`src/rtl/fmdll_lock_ctrl.sv`:
```
`default_nettype none
// ============================================================================
// Module      : fmdll_lock_ctrl
// Description : Delay-code controller for the frequency-multiplying DLL.
//               Performs a binary (SAR) coarse search of the DCDL code in
//               open loop. It then tracks the code by +/-1 in closed loop.
//               A settle window follows every code change. The block also
//               detects lock and loss of lock, saturates the code at both
//               ends, and relocks automatically when the M/N ratio changes.
//
// Ports       : clk_ext  in   reference clock, sole clock of the block
//               rst_n    in   synchronous active-low reset
//               en       in   controller enable, 0 forces IDLE
//               div_m    in   M ratio [M_W]
//               mult_n   in   N ratio [N_W]
//               pd_valid in   phase-detector result valid this cycle
//               pd_up    in   1 = delay too short (raise code), 0 = too long
//               freeze   in   (FMDLL_FREEZE_EN only) hold tracking in TRACK
//               code     out  DCDL control code [CODE_W]
//               sel      out  00 closed loop, 01 open loop, 10 gated
//               locked   out  lock indication
//               busy     out  1 while the SAR search runs
//
// Options     : define FMDLL_FREEZE_EN to add the freeze input.
//
// Revision    : 1.0  initial release
// ============================================================================
module fmdll_lock_ctrl #(
    parameter int M_W      = 2,
    parameter int N_W      = 4,
    parameter int CODE_W   = 10,
    parameter int SETTLE   = 4,
    parameter int LOCK_CNT = 8
) (
    input  logic              clk_ext,
    input  logic              rst_n,
    input  logic              en,
    input  logic [M_W-1:0]    div_m,
    input  logic [N_W-1:0]    mult_n,
    input  logic              pd_valid,
    input  logic              pd_up,
`ifdef FMDLL_FREEZE_EN
    input  logic              freeze,
`endif
    output logic [CODE_W-1:0] code,
    output logic [1:0]        sel,
    output logic              locked,
    output logic              busy
);

    localparam int c_SETTLE_W = $clog2(SETTLE + 1);
    localparam int c_LOCK_W   = $clog2(LOCK_CNT + 1);
    localparam int c_BIT_W    = (CODE_W > 1) ? $clog2(CODE_W) : 1;

    localparam logic [1:0] c_ST_IDLE  = 2'd0;
    localparam logic [1:0] c_ST_SAR   = 2'd1;
    localparam logic [1:0] c_ST_TRACK = 2'd2;

    localparam logic [1:0] c_SEL_CLOSED = 2'b00;
    localparam logic [1:0] c_SEL_OPEN   = 2'b01;
    localparam logic [1:0] c_SEL_GATED  = 2'b10;

    localparam logic [c_SETTLE_W-1:0] c_SETTLE_LD = c_SETTLE_W'(SETTLE);
    localparam logic [c_LOCK_W-1:0]   c_LOCK_MAX  = c_LOCK_W'(LOCK_CNT);
    localparam logic [c_LOCK_W-1:0]   c_LOCK_ONE  = c_LOCK_W'(1);
    localparam logic [CODE_W-1:0]     c_CODE_MAX  = {CODE_W{1'b1}};
    localparam logic [CODE_W-1:0]     c_CODE_ONE  = CODE_W'(1);
    localparam logic [CODE_W-1:0]     c_CODE_MSB  = CODE_W'(1) << (CODE_W - 1);
    localparam logic [c_BIT_W-1:0]    c_BIT_TOP   = c_BIT_W'(CODE_W - 1);
    localparam logic [c_BIT_W-1:0]    c_BIT_ONE   = c_BIT_W'(1);

    logic [1:0]            r_state,    w_state_nxt;
    logic [CODE_W-1:0]     r_code,     w_code_nxt;
    logic [1:0]            r_sel,      w_sel_nxt;
    logic                  r_locked,   w_locked_nxt;
    logic                  r_busy,     w_busy_nxt;
    logic [c_BIT_W-1:0]    r_bit,      w_bit_nxt;
    logic [c_SETTLE_W-1:0] r_settle,   w_settle_nxt;
    logic [c_LOCK_W-1:0]   r_lock_run, w_lock_run_nxt;   // length of current alternating run
    logic [c_LOCK_W-1:0]   r_loss_run, w_loss_run_nxt;   // length of current same-direction run
    logic                  r_last_up,  w_last_up_nxt;
    logic                  r_have_dir, w_have_dir_nxt;   // a TRACK result exists to compare against
    logic [M_W-1:0]        r_div_m,    w_div_m_nxt;
    logic [N_W-1:0]        r_mult_n,   w_mult_n_nxt;

    logic                  w_frozen;
    logic                  w_accept;
    logic                  w_cfg_chg;
    logic [CODE_W-1:0]     w_bit_mask;
    logic [CODE_W-1:0]     w_sar_res;

`ifdef FMDLL_FREEZE_EN
    assign w_frozen = freeze && (r_state == c_ST_TRACK);
`else
    assign w_frozen = 1'b0;
`endif

    assign w_accept   = pd_valid && (r_settle == '0) && !w_frozen;
    assign w_cfg_chg  = (div_m != r_div_m) || (mult_n != r_mult_n);
    assign w_bit_mask = c_CODE_ONE << r_bit;
    // Keep the trial bit when the delay is still too short, otherwise drop it.
    assign w_sar_res  = pd_up ? r_code : (r_code & ~w_bit_mask);

    always_ff @(posedge clk_ext) begin
        if (!rst_n) begin
            r_state    <= c_ST_IDLE;
            r_code     <= '0;
            r_sel      <= c_SEL_GATED;
            r_locked   <= 1'b0;
            r_busy     <= 1'b0;
            r_bit      <= '0;
            r_settle   <= '0;
            r_lock_run <= '0;
            r_loss_run <= '0;
            r_last_up  <= 1'b0;
            r_have_dir <= 1'b0;
            r_div_m    <= '0;
            r_mult_n   <= '0;
        end else begin
            r_state    <= w_state_nxt;
            r_code     <= w_code_nxt;
            r_sel      <= w_sel_nxt;
            r_locked   <= w_locked_nxt;
            r_busy     <= w_busy_nxt;
            r_bit      <= w_bit_nxt;
            r_settle   <= w_settle_nxt;
            r_lock_run <= w_lock_run_nxt;
            r_loss_run <= w_loss_run_nxt;
            r_last_up  <= w_last_up_nxt;
            r_have_dir <= w_have_dir_nxt;
            r_div_m    <= w_div_m_nxt;
            r_mult_n   <= w_mult_n_nxt;
        end
    end

    always_comb begin
        w_state_nxt    = r_state;
        w_code_nxt     = r_code;
        w_sel_nxt      = r_sel;
        w_locked_nxt   = r_locked;
        w_busy_nxt     = r_busy;
        w_bit_nxt      = r_bit;
        w_settle_nxt   = r_settle;
        w_lock_run_nxt = r_lock_run;
        w_loss_run_nxt = r_loss_run;
        w_last_up_nxt  = r_last_up;
        w_have_dir_nxt = r_have_dir;
        w_div_m_nxt    = r_div_m;
        w_mult_n_nxt   = r_mult_n;

        // Settle countdown; a frozen loop holds it along with everything else.
        if ((r_state != c_ST_IDLE) && (r_settle != '0) && !w_frozen) begin
            w_settle_nxt = r_settle - c_SETTLE_W'(1);
        end

        case (r_state)
            c_ST_IDLE: begin
                w_code_nxt     = '0;
                w_sel_nxt      = c_SEL_GATED;
                w_locked_nxt   = 1'b0;
                w_busy_nxt     = 1'b0;
                w_settle_nxt   = '0;
                w_lock_run_nxt = '0;
                w_loss_run_nxt = '0;
                w_have_dir_nxt = 1'b0;
                w_div_m_nxt    = div_m;
                w_mult_n_nxt   = mult_n;
                if (en && (div_m != '0) && (mult_n != '0)) begin
                    w_state_nxt  = c_ST_SAR;
                    w_code_nxt   = c_CODE_MSB;
                    w_sel_nxt    = c_SEL_OPEN;
                    w_busy_nxt   = 1'b1;
                    w_bit_nxt    = c_BIT_TOP;
                    w_settle_nxt = c_SETTLE_LD;
                end
            end

            c_ST_SAR: begin
                if (w_accept) begin
                    w_settle_nxt = c_SETTLE_LD;
                    if (r_bit != '0) begin
                        w_code_nxt = w_sar_res | (w_bit_mask >> 1);
                        w_bit_nxt  = r_bit - c_BIT_ONE;
                    end else begin
                        w_state_nxt    = c_ST_TRACK;
                        w_code_nxt     = w_sar_res;
                        w_sel_nxt      = c_SEL_CLOSED;
                        w_busy_nxt     = 1'b0;
                        w_lock_run_nxt = '0;
                        w_loss_run_nxt = '0;
                        w_have_dir_nxt = 1'b0;
                    end
                end
            end

            c_ST_TRACK: begin
                if (w_accept) begin
                    w_settle_nxt   = c_SETTLE_LD;
                    w_last_up_nxt  = pd_up;
                    w_have_dir_nxt = 1'b1;
                    if (pd_up && (r_code != c_CODE_MAX)) begin
                        w_code_nxt = r_code + c_CODE_ONE;
                    end else if (!pd_up && (r_code != '0)) begin
                        w_code_nxt = r_code - c_CODE_ONE;
                    end

                    // Both runs include the current result, so the first
                    // result of a run counts as 1.
                    if (r_have_dir && (pd_up != r_last_up)) begin
                        w_lock_run_nxt = (r_lock_run == c_LOCK_MAX) ? r_lock_run
                                                                    : r_lock_run + c_LOCK_ONE;
                        w_loss_run_nxt = c_LOCK_ONE;
                    end else if (r_have_dir) begin
                        w_lock_run_nxt = c_LOCK_ONE;
                        w_loss_run_nxt = (r_loss_run == c_LOCK_MAX) ? r_loss_run
                                                                    : r_loss_run + c_LOCK_ONE;
                    end else begin
                        w_lock_run_nxt = c_LOCK_ONE;
                        w_loss_run_nxt = c_LOCK_ONE;
                    end

                    if (w_lock_run_nxt == c_LOCK_MAX) begin
                        w_locked_nxt = 1'b1;
                    end else if (r_locked && (w_loss_run_nxt == c_LOCK_MAX)) begin
                        w_locked_nxt = 1'b0;
                    end
                end
            end

            default: begin
                w_state_nxt = c_ST_IDLE;
            end
        endcase

        // Disable or ratio change overrides any result taken this cycle.
        if ((r_state != c_ST_IDLE) && (!en || w_cfg_chg)) begin
            w_state_nxt    = c_ST_IDLE;
            w_code_nxt     = '0;
            w_sel_nxt      = c_SEL_GATED;
            w_locked_nxt   = 1'b0;
            w_busy_nxt     = 1'b0;
            w_settle_nxt   = '0;
            w_lock_run_nxt = '0;
            w_loss_run_nxt = '0;
            w_have_dir_nxt = 1'b0;
        end
    end

    assign code   = r_code;
    assign sel    = r_sel;
    assign locked = r_locked;
    assign busy   = r_busy;

endmodule
`default_nettype wire

```
`config.mk`:
```
export PLATFORM = sky130hd
export DESIGN_NAME = fmdll_lock_ctrl
export DESIGN_NICKNAME = d
export VERILOG_FILES = /design/src/rtl/fmdll_lock_ctrl.sv
export SDC_FILE = /design/constraint.sdc
export NUM_CORES = 1
export LEC_CHECK = 0
export ABC_AREA = 1
export CAP_MARGIN = 30
export CORE_UTILIZATION = 40
export DETAILED_ROUTE_END_ITERATION = 8
export SYNTH_ARGS = -nofsm -noshare
export SYNTH_HDL_FRONTEND = slang
export SYNTH_SLANG_ARGS = --single-unit
```
`constraint.sdc`:
```
create_clock -name clk_ext -period 2.55 [get_ports clk_ext]
set_clock_uncertainty 0.15 [all_clocks]
set_input_delay 0.765 -clock clk_ext [delete_from_list [all_inputs] [get_ports clk_ext]]
set_output_delay 0.765 -clock clk_ext [all_outputs]
set_load 0.005 [all_outputs]
```
==> flow_metrics.tcl <==
set metrics [dict create \
    cts.clk_slew.worst_paths_ns 0.08 \
    syn-cell-area_sq_um 2980 \
    status "complete, no violations" \
    fin_crit_ns 2.29 \
    type_of_the_worst_setup_path "reg -> out" \
    power.switching_w 0.000832 \
    min-delay-path-class "reg -> reg" \
    floorplan.rows 31 \
    yosysUniqueCellTypes 45 \
    area_growth_syn_to_layout_pct 26.0 \
    max_freq_ghz 0.438 \
    synthFlopType "dfxtp_1" \
    insertion_delay_ns 0.30 \
    timing.max_cap.violations 0 \
    drt-pass1-iter-count 4 \
    initial_core_util_pct 41.3 \
    critical_path.reg2reg.startpoint "code[4]" \
    worst_ir_drop_vdd_uv 452 \
    cts-root-buf "clkbuf_8" \
    clk_path_buf_depth 2 \
    synth.most_common_cell "nand2_1" \
    synth.net_count 478 \
    power_per_cell_area_nw_per_um2 557 \
    top_usage_layer "met2" \
    worst_r2r_endpoint "code[8]" \
    holdCritStartpoint "sel[1]" \
    first_global_vias 2675 \
    crit_required_ns 1.64 \
    avgSynthCellArea_sq_um 6.73 \
    grt.overflow.total 0 \
    antennaDiodeCount 0 \
    utilization_pct 52.1 \
    worst-path-max-fanout 5 \
    critPathCaptureType "primary output" \
    yosys-top-cells-count "110 x nand2_1, 49 x nor2_1, 45 x inv_1" \
    ant_nets 0 \
    floorplan.core_area_sq_um 7210 \
    port_buffers 24 \
    r2r_cells 13 \
    synth_largest_area_cell "dfxtp_1" \
    post-route-drc-count 0 \
    ys_seq_elements 38 \
    final-max-slew-violation-count 0 \
    drive_above_1_share_pct 19.4 \
    grt_util_met2_pct 32.2 \
    fp.dieH_um 88.3 \
    comb_power_share_pct 40.3 \
    detailedRoute.firstIterationViolations 128 \
    ys_warns 0 \
    global_route.usage.met1_pct 28.5 \
    final_min_period_over_clock_period_pct 89.6 \
    critPathArrivalTime_ns 1.37 \
    number_of_buffers_added_by_the_clock_tree_synthesis_step 5 \
    synth.area.top_cells "dfxtp_1 26%, nand2_1 14%, ha_1 9.7%, nor2_1 6.2%, inv_1 5.7%" \
    vias 2941 \
    setup-violations-final 0 \
    synthesis.instances 443 \
    totalWireLength_mm 7.52 \
    nets 533 \
    internal_power_w 0.00126 \
    layout.filler_cells 759 \
    post_drt_via_cell_ratio 4.92 \
    grt_max_degree 20 \
    place.gp.congestion 0.896 \
    hold_end "sel[1]" \
    worst-slew-pin-transition_ns 0.318 \
    seqPwrFrac_pct 33.9 \
    nature_of_the_critical_path_startpoint "register" \
    sw_frac_of_total_pct 39.8 \
    detailedPlacementHpwl_mm 5.76 \
    numClockSinks 38 \
    drt-wirelength-per-cell_um 12.6 \
    hold_viol 0 \
    synthArstFlopShare_pct 0 \
    share_clk_of_total_power_pct 25.8 \
    synth_edf_count 0 \
    die_width_um 88.3 \
    p_leak_nw 1.62 \
    pin_count 25 \
    timing.slew.headroom_pct 78.8 \
    synth_largest_type_area_fraction_pct 25.5 \
    min_path_cells 2 \
    design.die.area_sq_um 7800 \
    cts_h_tree_depth 2 \
    grt.met3_usage_pct 3.45 \
    grt_pass1_wl_mm 12.3 \
    rsz_0062_raised_after_global_routing "false" \
    cts_tree "done" \
    antenna_found_initial 0 \
    seq_area_frac_synth_pct 25.5 \
    gr_usage_total_pct 20.3 \
    critical_path.startpoint "code[8]" \
    r2r_slack_ns 0.31 \
    cts.hold.buffers_added 0 \
    fin_setup_tns_ns 0 \
]
metal layers:
layer / vias to the layer above / part of all wire (%)
li1: 1558 / -
met1: 1333 / 51
met2: 39 / 45
met3: 11 / 2.8
met4: 0 / 1.2
met5: - / 0
sequential cells by signal, summed over array words and instances (netlist names):
| register | flops |
|---|---|
| code | 10 |
| locked | 1 |
| r_bit | 4 |
| r_div_m | 2 |
| r_have_dir | 1 |
| r_last_up | 1 |
| r_lock_run | 4 |
| r_loss_run | 4 |
| r_mult_n | 4 |
| r_settle | 3 |
| r_state | 2 |
| sel | 2 |
worst max-delay path, stage by stage (launching register included):
cell,delay (ns)
dfxtp_1,0.39
buf_4,0.18
clkdlybuf4s50_1,0.50
timing repair:
item / 4_1_cts / 5_1_grt
pin swaps: 0 / 1
gates cloned: 0 / 1
setup buffers: 0 / 0
setup endpoints to repair: 4 / 8
resized for setup: 2 / 12
logic make-up (layout without fill, tap and decap cells):
group	after synthesis	count (layout)	share of synthesized area (%)
adder cells (fa/ha/maj)	24	24	10.3
buffers and inverters	66	121	9.78
flip-flops	38	38	25.5
XOR/XNOR	6	6	1.76
AND/OR/NAND/NOR	217	218	34.4
AO/OA/AOI/OAI	92	92	18.2
how the worst max path moves through the flow:
| stage | slack (ns) | to | cells after the start |
|---|---|---|---|
| floorplan | 0.22 | code[6] | 11 |
| global placement | -0.37 | code[7] | 12 |
| detailed placement | -0.35 | code[5] | 10 |
| CTS | -0.03 | code[8] | 11 |
| global route | 0.09 | code[8] | 13 |
| finish | 0.26 | code[8] | 2 |
stage by stage:
stage / worst slack [ns] / hold slack, ns / power (W) / cells / cell area [sq um]
2_1_floorplan: 0.217 / 0.320 / 0.00133 / 443 / 2980
3_3_place_gp: -0.371 / 0.324 / 0.00155 / 589 / 3530
3_5_place_dp: -0.347 / 0.333 / 0.00156 / 589 / 3530
4_1_cts: -0.0256 / 0.348 / 0.00210 / 597 / 3650
5_1_grt: 0.0851 / 0.371 / 0.00224 / 598 / 3760
6_report: 0.265 / 0.341 / 0.00209 / 598 / 3760
cell type report:
class	instances	area [sq um]	share of cell area, %
Tap cell	99	124	3.30
Multi-Input combinational cell	340	2040	54.2
Timing Repair Buffer	57	503	13.4
Inverter	56	218	5.80
Clock buffer	5	68.8	1.83
Clock inverter	3	45.0	1.20
Sequential cell	38	761	20.3
layout by cell type (no fill, tap or decap), types with 2 or more instances in the layout:
master,Yosys,routed
nand3b_1,2,2
o21ai_0,30,30
nor2_8,2,2
nand3_1,25,25
clkbuf_8,0,5
a31oi_1,2,2
nand2_1,110,110
xor2_1,5,5
a22oi_1,4,4
nor2_2,5,5
ha_4,0,7
o22ai_1,2,2
nand4_1,2,2
o21ai_1,2,2
nor3_1,3,3
buf_4,3,32
nand2_4,2,3
ha_1,23,16
inv_1,45,45
clkinvlp_4,0,2
nor2_4,4,4
nand2_2,4,4
nand3_2,4,4
clkdlybuf4s50_1,0,23
a21oi_1,33,31
nor2_1,49,49
inv_2,9,9
a41oi_1,2,2
a21oi_2,10,12
dfxtp_1,38,38
power by group through the flow:
stage / Combinational, W / Sequential [W] / Clock, W
floorplan: 0.000620 / 0.000710 / 0
global placement: 0.000824 / 0.000722 / 0
detailed placement: 0.000833 / 0.000724 / 0
CTS: 0.000837 / 0.000710 / 0.000549
global route: 0.000943 / 0.000721 / 0.000572
finish: 0.000844 / 0.000710 / 0.000539
Power figures use the tool's default switching activity.
